### src/rtl/cmos_pkg.sv
// Shared state encoding, colour-bar table and pixel conversion for the camera frame writer.
// The colour-bar table is only consumed when CMOS_TEST_PATTERN_EN is defined.
package cmos_pkg;

  localparam int FRAME_PIXELS_DEF = 786432;
  localparam int H_PIXELS_DEF     = 1024;

  typedef enum logic [1:0] {
    S_SKIP    = 2'd0,
    S_WAIT_VS = 2'd1,
    S_REQ     = 2'd2,
    S_WRITE   = 2'd3
  } state_e;

  // Index 0 is the leftmost bar: white, yellow, cyan, green, magenta, red, blue, black.
  localparam logic [7:0][15:0] BAR_RGB565 = {
    16'h0000, 16'h001F, 16'hF800, 16'hF81F,
    16'h07E0, 16'h07FF, 16'hFFE0, 16'hFFFF
  };

  // Widen each channel by replicating its top bits into the new LSBs.
  function automatic logic [31:0] rgb565_to_888(input logic [15:0] p);
    return {p[15:11], p[15:13], p[10:5], p[10:9], p[4:0], p[4:2], 8'h00};
  endfunction

endpackage

### src/rtl/cmos_frame_writer_rgb565_to_rgb888.sv
// Registered RGB565 -> {R8,G8,B8,8'h00} converter; provides the fixed one-cycle write latency.
module rgb565_to_rgb888
  import cmos_pkg::*;
(
  input  logic        clk,
  input  logic        rst_n,
  input  logic        in_valid,
  input  logic [15:0] in_data,
  output logic        out_valid,
  output logic [31:0] out_data
);

  logic        valid_q;
  logic [31:0] data_q;

  always_ff @(posedge clk or negedge rst_n) begin
    if (!rst_n) begin
      valid_q <= 1'b0;
      data_q  <= '0;
    end else begin
      valid_q <= in_valid;
      if (in_valid) data_q <= rgb565_to_888(in_data);
    end
  end

  assign out_valid = valid_q;
  assign out_data  = data_q;

endmodule

### src/rtl/cmos_frame_writer.sv
// Camera-side frame writer: settles for SKIP_FRAMES, requests a burst, streams one frame of RGB888.
// Define CMOS_TEST_PATTERN_EN to replace camera pixels with 8 vertical colour bars.
module cmos_frame_writer
  import cmos_pkg::*;
#(
  parameter int FRAME_PIXELS = FRAME_PIXELS_DEF,
  parameter int H_PIXELS     = H_PIXELS_DEF,
  parameter int SKIP_FRAMES  = 2,
  parameter int CNT_W        = 24
) (
  input  logic        clk,
  input  logic        rst_n,
  input  logic        frame_vsync,
  input  logic        frame_valid,
  input  logic [15:0] frame_data,
  output logic        write_req,
  input  logic        write_req_ack,
  output logic        write_en,
  output logic [31:0] write_data,
  output logic        frame_done,
  output logic        short_frame,
  output logic        long_frame
);

  localparam logic [CNT_W-1:0] FRAME_CNT = CNT_W'(FRAME_PIXELS);
  localparam logic [CNT_W-1:0] SKIP_CNT  = CNT_W'(SKIP_FRAMES);

  state_e           state_q, state_d;
  logic             vs_q, vs_d1_q;
  logic [CNT_W-1:0] skip_cnt_q, skip_cnt_d;
  logic [CNT_W-1:0] pix_cnt_q, pix_cnt_d;
  logic             seen_start_q, seen_start_d;
  logic             write_req_q, write_req_d;
  logic             done_q, done_d;
  logic             short_q, short_d;
  logic             long_q, long_d;
  logic             frame_start, frame_end, accept;
  logic [15:0]      pix_src;

  assign frame_start = vs_d1_q & ~vs_q;
  assign frame_end   = ~vs_d1_q & vs_q;

  // A frame end only counts towards settling if its start was seen after reset,
  // so the partial frame around a reset release is never counted.
  always_comb begin
    state_d      = state_q;
    skip_cnt_d   = skip_cnt_q;
    pix_cnt_d    = pix_cnt_q;
    seen_start_d = seen_start_q;
    write_req_d  = write_req_q;
    done_d       = 1'b0;
    short_d      = short_q;
    long_d       = long_q;
    accept       = 1'b0;
    case (state_q)
      S_SKIP: begin
        if (frame_start) seen_start_d = 1'b1;
        if (skip_cnt_q == SKIP_CNT) begin
          state_d = S_WAIT_VS;
        end else if (frame_end && seen_start_q) begin
          skip_cnt_d   = skip_cnt_q + CNT_W'(1);
          seen_start_d = 1'b0;
        end
      end
      S_WAIT_VS: begin
        if (frame_start) begin
          write_req_d = 1'b1;
          state_d     = S_REQ;
        end
      end
      S_REQ: begin
        if (frame_end) begin
          write_req_d = 1'b0;
          state_d     = S_WAIT_VS;
        end else if (write_req_ack) begin
          write_req_d = 1'b0;
          state_d     = S_WRITE;
        end
      end
      S_WRITE: begin
        if (frame_valid) begin
          if (pix_cnt_q < FRAME_CNT) begin
            accept    = 1'b1;
            pix_cnt_d = pix_cnt_q + CNT_W'(1);
          end else begin
            long_d = 1'b1;
          end
        end
        if (frame_end) begin
          done_d    = 1'b1;
          pix_cnt_d = '0;
          state_d   = S_WAIT_VS;
          if (pix_cnt_q < FRAME_CNT) short_d = 1'b1;
        end
      end
      default: state_d = S_SKIP;
    endcase
  end

  always_ff @(posedge clk or negedge rst_n) begin
    if (!rst_n) begin
      vs_q         <= 1'b0;
      vs_d1_q      <= 1'b0;
      state_q      <= S_SKIP;
      skip_cnt_q   <= '0;
      pix_cnt_q    <= '0;
      seen_start_q <= 1'b0;
      write_req_q  <= 1'b0;
      done_q       <= 1'b0;
      short_q      <= 1'b0;
      long_q       <= 1'b0;
    end else begin
      vs_q         <= frame_vsync;
      vs_d1_q      <= vs_q;
      state_q      <= state_d;
      skip_cnt_q   <= skip_cnt_d;
      pix_cnt_q    <= pix_cnt_d;
      seen_start_q <= seen_start_d;
      write_req_q  <= write_req_d;
      done_q       <= done_d;
      short_q      <= short_d;
      long_q       <= long_d;
    end
  end

`ifdef CMOS_TEST_PATTERN_EN
  localparam int COL_W = (H_PIXELS > 1) ? $clog2(H_PIXELS) : 1;
  localparam int BAR_W = (H_PIXELS >= 8) ? H_PIXELS / 8 : 1;

  logic [COL_W-1:0] col_q, col_d;
  logic [2:0]       bar_idx;

  always_comb begin
    col_d = col_q;
    if (frame_start) col_d = '0;
    else if (frame_valid) col_d = (col_q == COL_W'(H_PIXELS - 1)) ? '0 : col_q + COL_W'(1);
    bar_idx = 3'(col_q / COL_W'(BAR_W));
    pix_src = BAR_RGB565[bar_idx];
  end

  always_ff @(posedge clk or negedge rst_n) begin
    if (!rst_n) col_q <= '0;
    else        col_q <= col_d;
  end
`else
  assign pix_src = frame_data;
`endif

  rgb565_to_rgb888 u_conv (
    .clk      (clk),
    .rst_n    (rst_n),
    .in_valid (accept),
    .in_data  (pix_src),
    .out_valid(write_en),
    .out_data (write_data)
  );

  assign write_req   = write_req_q;
  assign frame_done  = done_q;
  assign short_frame = short_q;
  assign long_frame  = long_q;

endmodule
### config.mk
export PLATFORM = sky130hd
export DESIGN_NAME = cmos_frame_writer
export DESIGN_NICKNAME = d
export VERILOG_FILES = /design/src/rtl/cmos_pkg.sv /design/src/rtl/cmos_frame_writer_rgb565_to_rgb888.sv /design/src/rtl/cmos_frame_writer.sv
export SDC_FILE = /design/constraint.sdc
export NUM_CORES = 1
export LEC_CHECK = 0
export ABC_AREA = 1
export BUFFER_PORTS_ARGS = -buffer_cell sky130_fd_sc_hd__buf_4
export CAP_MARGIN = 15
export CELL_PAD_IN_SITES_DETAIL_PLACEMENT = 1
export CELL_PAD_IN_SITES_GLOBAL_PLACEMENT = 1
export CORE_MARGIN = 4
export CORE_UTILIZATION = 35
export CTS_BUF_LIST = sky130_fd_sc_hd__clkbuf_4
export DETAILED_ROUTE_END_ITERATION = 8
export GPL_TIMING_DRIVEN = 0
export HOLD_SLACK_MARGIN = 0.02
export PLACE_DENSITY_LB_ADDON = 0.2
export RECOVER_POWER = 100
export SYNTH_ARGS = -nofsm -noshare
export SYNTH_HDL_FRONTEND = slang
export SYNTH_SLANG_ARGS = --single-unit
### constraint.sdc
create_clock -name clk -period 1.6 [get_ports clk]
set_input_delay 0 -clock clk [delete_from_list [all_inputs] [get_ports clk]]
set_output_delay 0 -clock clk [all_outputs]
set_load 0.03 [all_outputs]
==> impl_metrics.py <==
metrics = {
    "run_status": {
        "status": "finished clean",
    },
    "global_route": {
        "grt_max_degree": 75,
        "grt_overflow_total": 0,
        "grt.total_usage": 0.180,
        "antenna_found_initial": 1,
        "grt_pass1_wl_um": 20500,
        "grt_pass1_vias": 4201,
    },
    "synthesis": {
        "synth_edf_count": 0,
        "synth.most_common_cell": "nand2_1",
        "yosys.area.top_type_share": 0.435,
        "synth_flop_cell": "dfrtp_1",
        "synth_warnings": 0,
        "syn_avg_cell_area_um2": 7.38,
        "async_flop_share": 1.00,
        "synthDistinctLibCells": 34,
        "synth_common_cells": "nand2_1 (217), dfrtp_1 (74), nor2_1 (71)",
        "yosysSeqAreaShare": 0.435,
        "ys_ff_latch": 74,
        "netlist_area_mm2": 0.00425,
        "synthTopCellsByArea": "dfrtp_1 (44%), nand2_1 (19%), nor2_1 (6.3%)",
        "synthCells": 576,
        "synth_top_cell_by_area": "dfrtp_1",
    },
    "timing": {
        "period_needed_ns": 1.56,
        "relSlewSlack": 0.288,
        "hold_viol_final": 0,
        "tightest_slew_ns": 1.07,
        "rsz0062_at_grt": "yes",
        "finalCritPeriodShare": 0.974,
        "finalMaxSlewViolations": 0,
        "setup_viol": 0,
        "max_freq_mhz": 641,
        "hold_ws_ns": 0.233,
        "skew_ns": 0.0199,
    },
    "route": {
        "vias": 3948,
        "ant_nets": 0,
        "routed_wirelength_um": 12700,
        "drt_iter0_markers": 173,
        "dr.pass1.iters": 4,
        "viasPerCell": 4.75,
        "drc": 0,
        "routedWlPerCell_um": 15.2,
    },
    "clocking": {
        "root_buffer": "clkbuf_4",
        "insertion_delay_ns": 0.45,
        "clk_pin_slew_ns": 0.11,
        "clock_sinks": 74,
        "cts_tree": "yes",
        "cts_buffers": 9,
        "htreeDepth": 3,
        "clk_path_buf_depth": 2,
    },
    "critical_path": {
        "cp.arrival_ns": 1.94,
        "crit_required_ns": 1.98,
        "path_max_fanout": 10,
        "crit_path_end_kind": "flop",
        "r2r_slack_ns": 0.04,
        "start_kind": "flop",
        "crit_type": "reg2reg",
    },
    "finish": {
        "fillers": 1480,
        "drive_above_1_share": 0.214,
        "nNetsFinal": 713,
        "multi_input_area_mm2": 0.00216,
        "syn_to_final_growth_pct": 30.6,
        "seq_area_mm2": 0.00187,
    },
    "die": {
        "die_h_um": 118,
        "start_util": 0.365,
        "die_width_um": 118,
        "die-area_mm2": 0.0140,
        "row_count": 39,
        "io_pins": 58,
        "coreArea_mm2": 0.0117,
    },
    "power_and_ir_drop": {
        "power_density_mw_per_mm2": 1250,
        "ir_drop_uv": 395,
        "finalPower_mw": 6.96,
        "leakage_nw": 2.67,
    },
    "placement": {
        "finalWeightedCongestion": 0.845,
        "place_hpwl_um": 8610,
        "portBuffers": 49,
    },
    "run": {
        "max-cap-violations": 0,
    },
    "worst_hold_path": {
        "min_path_type": "in2reg",
    },
}
critical path, stage by stage (launching register included):
cell and delay (ns):
dfrtp_1 0.40, nor2_1 0.30, nand3_1 0.26, nor2_4 0.22
buf_4 0.19, nand2_1 0.08, nand2_1 0.06
power breakdown:
part / internal, mW / switching (mW) / leakage [nW]
combinational: 1.06 / 1.79 / 1.61
sequential: 2.25 / 0.359 / 0.967
clock: 0.800 / 0.695 / 0.0964
state kept, by name, indices dropped and copies added (netlist names):
name / flops
frame_done: 1
skip_cnt_q: 24
seen_start_q: 1
vs_d1_q: 1
pix_cnt_q: 24
write_req: 1
short_frame: 1
long_frame: 1
vs_q: 1
u_conv.out_data: 16
u_conv.out_valid: 1
state_q: 2
per-stage QoR:
stage	util	instance area (um2)	setup TNS [ns]	cells	setup WS, ns
after floorplan	-	4280	0	583	0.107
after global placement	0.414	4830	-5.45	775	-0.173
after detailed placement	0.414	4830	-8.53	775	-0.277
after CTS	0.457	5330	-0.0511	816	-0.0459
after global routing	0.476	5550	-1.12	832	-0.0600
final	0.476	5550	0	832	0.0409
repair_timing:
item	4_1_cts	5_1_grt
cloned	0	3
resized for setup	21	51
hold buffers	20	0
pin swaps	4	16
setup endpoints to repair	60	59
setup buffers	6	12
hold endpoints to repair	94	0
cell usage in the layout, fill, tap and decap left out, types with 9 or more instances in the layout:
cell type / Yosys / final
clkbuf_1: 2 / 29
nand3_1: 39 / 37
nand2_1: 217 / 209
dfrtp_2: 0 / 12
xor2_1: 10 / 10
a21oi_1: 11 / 10
clkbuf_4: 0 / 13
nand4_1: 12 / 12
nand2_2: 3 / 9
nor2_1: 71 / 65
dlygate4sd3_1: 0 / 20
inv_1: 57 / 52
buf_4: 18 / 52
dfrtp_1: 74 / 62
path summary, 6_finish.rpt:
kind,cells after the start,start,end
max,6,pix_cnt_q[21]$_DFFE_PN0P_,u_conv.out_data[27]$_DFFE_PN0P_
min,2,frame_vsync,vs_q$_DFF_PN0_
max reg2reg,6,pix_cnt_q[21]$_DFFE_PN0P_,u_conv.out_data[27]$_DFFE_PN0P_
min reg2reg,0,vs_q$_DFF_PN0_,vs_d1_q$_DFF_PN0_
max in group asynchronous,2,rst_n,skip_cnt_q[6]$_DFFE_PN0P_
min in group asynchronous,2,rst_n,pix_cnt_q[16]$_DFFE_PN0P_
layer usage:
metal | vias to the layer above | track usage | wire [um]
li1 | 1976 | - | -
met1 | 1913 | 0.209 | 5320
met2 | 40 | 0.336 | 6930
met3 | 19 | 0.0377 | 235
met4 | 0 | 0.0447 | 185
met5 | - | 0 | 0
logic make-up (layout without fill, tap and decap cells):
group                    Yosys count  after routing  share of synthesized area
XOR/XNOR                          17             17                     0.0350
other                              1              9                   0.000882
buffers and inverters             87            192                      0.105
AO/OA/AOI/OAI                     29             29                     0.0403
flip-flops                        74             74                      0.435
AND/OR/NAND/NOR                  360            360                      0.360
adder cells (fa/ha/maj)            8              8                     0.0235
cell type report:
cell class,instances,area share
inverter,60,0.0421
multi-input combinational,422,0.389
antenna,1,0.000451
timing repair buffer,90,0.123
buffer,27,0.0442
sequential,74,0.336
tap,143,0.0322
clock buffer,10,0.0135
clock inverter,5,0.0187
Note: power is estimated with default switching activity, not from simulation.
